### config.mk
export PLATFORM = sky130hd
export DESIGN_NAME = instr_fetch_ctrl
export DESIGN_NICKNAME = d
export VERILOG_FILES = /design/src/rtl/instr_fetch_ctrl.sv
export SDC_FILE = /design/constraint.sdc
export NUM_CORES = 1
export LEC_CHECK = 0
export CORE_MARGIN = 2
export CORE_UTILIZATION = 41
export CTS_CLUSTER_SIZE = 30
export DETAILED_ROUTE_END_ITERATION = 7
export PLACE_DENSITY_LB_ADDON = 0.1
export SYNTH_ARGS = -nofsm -noshare
export SYNTH_HDL_FRONTEND = slang
export SYNTH_SLANG_ARGS = --single-unit
### constraint.sdc
create_clock -name CLK -period 2.6 [get_ports CLK]
set_clock_uncertainty 0.15 [all_clocks]
set_input_delay 0.26 -clock CLK [delete_from_list [all_inputs] [get_ports CLK]]
set_output_delay 0.26 -clock CLK [all_outputs]
set_load 0.01 [all_outputs]
### src/rtl/instr_fetch_ctrl.sv
// Instruction fetch: drives PC to imem, captures the word RD_LAT edges later, presents it to decode with valid/ready.
// Redirect preempts any in-flight fetch; `define FETCH_HALT_EN to stop fetching on an all-zero word.
module instr_fetch_ctrl #(
  parameter int RD_LAT = 2
) (
  input  logic        CLK,
  input  logic        resetl,
  input  logic [63:0] startPC,
  output logic [63:0] imem_addr,
  input  logic [31:0] imem_data,
  output logic [31:0] instr,
  output logic [63:0] instr_pc,
  output logic        instr_valid,
  input  logic        instr_ready,
  input  logic        redirect,
  input  logic [63:0] redirect_pc,
  output logic        halted
);

  typedef enum logic [1:0] {IDLE, WAIT, VALID, HALT} state_t;

  localparam logic [3:0] LAT_M1 = 4'(RD_LAT - 1);

  state_t      state_q, state_d;
  logic [63:0] pc_q, pc_d;
  logic [3:0]  cnt_q, cnt_d;
  logic [31:0] instr_q, instr_d;
  logic [63:0] ipc_q, ipc_d;
  logic        zero_word;

  always_comb begin
`ifdef FETCH_HALT_EN
    zero_word = (imem_data == 32'h0000_0000);
`else
    zero_word = 1'b0;
`endif
  end

  always_ff @(posedge CLK or negedge resetl) begin
    if (!resetl) begin
      state_q <= IDLE;
      pc_q    <= 64'd0;
      cnt_q   <= 4'd0;
      instr_q <= 32'd0;
      ipc_q   <= 64'd0;
    end else begin
      state_q <= state_d;
      pc_q    <= pc_d;
      cnt_q   <= cnt_d;
      instr_q <= instr_d;
      ipc_q   <= ipc_d;
    end
  end

  // Redirect outranks every transition except the absorbing HALT.
  always_comb begin
    state_d = state_q;
    case (state_q)
      IDLE:    state_d = WAIT;
      WAIT: begin
        if (redirect)             state_d = WAIT;
        else if (cnt_q == 4'd0)   state_d = zero_word ? HALT : VALID;
      end
      VALID: begin
        if (redirect || instr_ready) state_d = WAIT;
      end
      HALT:    state_d = HALT;
      default: state_d = IDLE;
    endcase
  end

  always_comb begin
    pc_d    = pc_q;
    cnt_d   = cnt_q;
    instr_d = instr_q;
    ipc_d   = ipc_q;
    if (state_q != HALT && redirect) begin
      pc_d  = redirect_pc & ~64'h3;
      cnt_d = LAT_M1;
    end else begin
      case (state_q)
        IDLE: begin
          pc_d  = startPC;
          cnt_d = LAT_M1;
        end
        WAIT: begin
          if (cnt_q == 4'd0) begin
            instr_d = imem_data;
            ipc_d   = pc_q;
          end else begin
            cnt_d = cnt_q - 4'd1;
          end
        end
        VALID: begin
          if (instr_ready) begin
            pc_d  = pc_q + 64'd4;
            cnt_d = LAT_M1;
          end
        end
        default: begin
        end
      endcase
    end
  end

  always_comb begin
    imem_addr   = pc_q;
    instr       = instr_q;
    instr_pc    = ipc_q;
    instr_valid = (state_q == VALID);
`ifdef FETCH_HALT_EN
    halted      = (state_q == HALT);
`else
    halted      = 1'b0;
`endif
  end

endmodule

# [Word-level counts from Yosys, hierarchy flattened]
# Index checks and enable logic that the tools add are counted.
[op_classes] add_sub_neg=2 reduce_logical=10 n_bitwise=1 n_eq_ne=8 muxes=11
[op_table] operator="64-bit two-way mux" count=2
[op_table] operator="64-bit one-hot mux with 2 select lines" count=1
[op_table] operator="64-bit by 3-bit adder with 64-bit output, second input constant" count=1
[op_table] operator="4-bit two-way mux" count=3
[op_table] operator="4-bit one-hot mux with 3 select lines" count=1
[op_table] operator="2-bit one-hot mux with 4 select lines" count=1
[op_table] operator="2-bit two-way mux" count=3
[op_table] operator="3-bit inequality test, second input constant" count=2
[op_table] operator="3-bit AND reduction" count=2
[op_table] operator="2-bit equality test, second input constant" count=2
[op_table] operator="4-bit logical NOT" count=1
[op_table] operator="2-bit AND reduction" count=2
[op_table] operator="4-bit nonzero test" count=1
[op_table] operator="4-bit by 1-bit subtractor with 4-bit output, second input constant" count=1
[op_table] operator="3-bit by 1-bit inequality test with 1-bit output, second input constant" count=1
[op_table] operator="3-bit nonzero test" count=1
[op_table] operator="2-bit by 1-bit equality test with 1-bit output, second input constant" count=1
[op_table] operator="2-bit logical NOT" count=1
[op_table] operator="2-bit by 1-bit inequality test with 1-bit output, second input constant" count=1
[op_table] operator="2-bit inequality test, second input constant" count=1
[op_table] operator="1-bit logical AND" count=1
[op_table] operator="1-bit logical OR" count=1
[op_table] operator="1-bit inverter" count=1
[word_totals] output_inout_bits=162 word_cells=37 ff_bits=166

# [Longest topological paths before layout]
[logic_depth] ltp_word=4 mapped_depth=9 ltp_nobuf=8

# [Worst setup path before layout]
# Ideal clock, no wire load.
[synth_timing] path_type="register to register" start="reg pc_q[4], in the netlist imem_addr[4]" end="reg pc_q[55], in the netlist imem_addr[55]" setup_slack_ps=-59 n_path_buf=2 t_arrival_ps=2389 path_stages_with_launch=9 synth_period_minus_slack_ps=2659 cell_sequence="dfrtp_1 -> and4_4 -> or4b_4 -> or4_4 -> buf_6 -> buf_6 -> nor3_2 -> nand4_1 -> o211a_1"
[synth_between] elab_chain_len=4
[synth_rtl] item="start, declared" line="25" text="logic [63:0] pc_q, pc_d;"
[synth_rtl] item="start signal, assigned" line="48" text="pc_q <= pc_d;"
[synth_rtl] item="64-bit by 3-bit adder with 64-bit output" line="96" text="pc_d = pc_q + 64'd4;"
[synth_rtl] item="64-bit two-way mux" line="95" text="if (instr_ready) begin"
[synth_rtl] item="64-bit one-hot mux with 2 select lines" line="81" text="case (state_q)"
[synth_rtl] item="64-bit two-way mux" line="77" text="if (state_q != HALT && redirect) begin"
# No other way between the ends. The select of a mux whose other input is x is not followed.
# A chain may end at the register's enable or synchronous reset.

# [Worst setup path after layout]
[layout_timing] start="reg pc_q[2], in the netlist imem_addr[2]" end="reg pc_q[61], in the netlist imem_addr[61]"
# The elaborated chain is that of the path after synthesis.

==> metrics.txt <==
run status finished, violations left; failing checks negative setup slack; GPL Wtd Cong 0.879; # setup viols final 1; DR iter-0 viols 774; clock transition at the registers of the reported paths 70 ps; Yosys reg bits 166; top post-synthesis cells by area dfrtp_1 (47%), mux2_2 (11%), a21oi_1 (4.6%), nand2_1 (4.3%), o21ai_0 (4.2%); die width 151 µm; CP startpoint kind register; arrival time at the worst endpoint 2780 ps; via count 9020; slowest CP cell or4_4; most frequent cells in the layout clkdlybuf4s50_1 (321), dfrtp_1 (162), nand2_1 (101); slowest stage delay, CP 630 ps; Core ar. 21200 µm²; fin crit share 100%; Sum Neg Setup Slack -12.8 ps; final worst path period need 2610 ps; starting utilization of the core area 42.2%; Layout Nets 1485; drt pass-1 iters 5; Clock Sinks 166; most common flop cell mapped by yosys dfrtp_1; P per Cell Area 1060 nW/µm²; All-Layer GR Usage 27.1%; Cell Area, Synth 8920 µm²; Avg Cell Area, Syn 9.59 µm²; design area 13800 µm²; Hold Vio Cnt, Final 0; Seq/Total Area, Yosys 46.6%; initial antenna violation count 0; Crit path max-delay family simple AND/OR/NAND/NOR gates; async set-reset flop share out of synthesis 100%; worst-margin pin slew 620 ps; Synth warnings 0; hpwl dp 23.4 mm; DRC violations left 0; commonest non-fill, non-tap cell in the layout clkdlybuf4s50_1; crit path max fanout 7; DIE HEIGHT 151 µm; Max Cap Viol 0; fmax 0.383 GHz; Final Max Tran Viols 0; Filler cells 1775; WP data required 2770 ps; Max Buffers Root-to-Sink 2; GRT overflow 0; layout cells sized above 1 19.6%; DIE AREA 22900 µm²; Synth Instances 930; Max transition margin 58.3%; Synth top area share 46.6%; Detail Route Antenna Nets 0; placed cell area 13200 µm²; Worst-Skew Late Latency 430 ps; Cell variety after synth 69; n_diodes 0; WL per Instance 19.7 µm; Mapped Nets 1097; Root Buffer clkbuf_16; PnR worst setup slack -12.8 ps; unrepaired setup endpoints after global routing yes; final wirelength 31.7 mm; critical path cell sequence and4_4 > or4b_4 > or4_4 > buf_6 > nor3_4 > nand2_1 > mux2_4; CTS tree done; Critical Path Sink Type register; number of buffers added on ports 322; routed vias/inst 5.62; num rows 53; Lkg Pwr 5.69 nW; CTS H-tree lvls 4; HP Class in2async; vias in the first global route 8737; cell accounting for the most synthesized area dfrtp_1; CP Class reg2reg; largest net degree at the start of global routing 63; first-pass GRT wire length 47.9 mm; WP buf/inv 1; IO Count 326; CTS Buf Count 17; peak supply drop 649 µV; area grow syn2layout 55.2%; EDFF count, synth 0
==> worst reg2reg max path, cell delays in order, from the launching register on <==
cell and delay (ps):
dfrtp_2 360, and4_4 230, or4b_4 460, or4_4 630, buf_6 170, nor3_4 120, nand2_1 90, mux2_4 300
==> cells by family (layout without fill, tap and decap cells) <==
kind of cell / after synthesis / in the layout / share of synthesized area [%]
compound gates: 249 / 249 / 17.0
xor+xnor: 22 / 22 / 2.16
fa+ha+maj: 3 / 3 / 0.421
buf+inv: 73 / 474 / 3.34
flops: 166 / 166 / 46.6
mux: 95 / 95 / 11.9
other cells: 1 / 1 / 0.0420
simple gates: 321 / 321 / 18.5
==> power breakdown <==
group	leakage (nW)	switching [mW]	internal (mW)
sequential	2.05	0.903	3.79
clock	0.281	1.17	1.38
combinational	3.36	3.39	4.06
==> metal layers <==
metal  global-route usage, %  vias up  share of wire (%)  wire, µm
li1                        -     4214                  -         -
met1                    36.6     4382                 42     13400
met2                    43.3      385                 46     14600
met3                    6.95       39                9.6      3050
met4                    7.71        0                2.0       633
met5                       0        -                  0         0
==> synth_stat cells, drive strengths merged, types with 5 or more instances <==
cell	instances
inv	14
nand3	42
xor2	10
and3	19
a21oi	83
a31oi	13
clkbuf	48
or3	7
a211oi	15
a32oi	5
o21ai	75
nor3	28
xnor2	12
buf	11
nor4	16
nand4	17
nand2	103
a221o	6
a22o	9
and4	8
dfrtp	166
mux2	91
o22ai	7
nor2	57
==> area by class of cell <==
| cell class | instances | area (µm²) | share of cell area [%] |
|---|---|---|---|
| clock buffers | 19 | 443 | 3.20 |
| well taps | 275 | 344 | 2.49 |
| repair buffers | 428 | 4150 | 30.0 |
| multi-input cells | 691 | 4560 | 32.9 |
| inverters | 14 | 52.6 | 0.380 |
| flip-flops and latches | 166 | 4160 | 30.1 |
| clock inverters | 13 | 136 | 0.985 |
==> final timing paths <==
check | end | slack (ps) | cells after the start | from
setup / recovery | imem_addr[61]$_DFFE_PN0P_ | -10 | 7 | imem_addr[2]$_DFFE_PN0P_
hold / removal | instr[30]$_DFFE_PN0P_ | 230 | 2 | resetl
setup reg to reg | imem_addr[61]$_DFFE_PN0P_ | -10 | 7 | imem_addr[2]$_DFFE_PN0P_
hold reg to reg | instr_pc[56]$_DFFE_PN0P_ | 340 | 2 | instr_pc[56]$_DFFE_PN0P_
max in group asynchronous | instr_pc[55]$_DFFE_PN0P_ | 1380 | 3 | resetl
min in group CLK | imem_addr[36]$_DFFE_PN0P_ | 240 | 3 | redirect_pc[36]
==> metrics by stage <==
step                      power [mW]  worst slack [ps]  std cells  utilization (%)  hold slack (ps)
after floorplan                 7.78              14.5        930                -             -186
after global placement          12.0              48.8       1569             62.2              143
after detailed placement        12.1              23.3       1569             62.2              147
after CTS                       14.7              16.1       1602             65.0              236
after global routing            15.6             -86.9       1606             65.4              266
final                           14.7             -12.8       1606             65.4              226
==> flip-flops by register name, summed over array words and instances (netlist names) <==
signal / count
state_q: 2
cnt_q: 4
instr: 32
imem_addr: 64
instr_pc: 64
==> timing repair <==
action | 4_1_cts | 5_1_grt
hold buffers | 1 | 0
endpoints found under the hold margin | 53 | 0
buffers inserted | 0 | 4
resized for setup | 0 | 14
endpoints found under the setup margin | 0 | 12
Note: power is estimated with default switching activity, not from simulation.
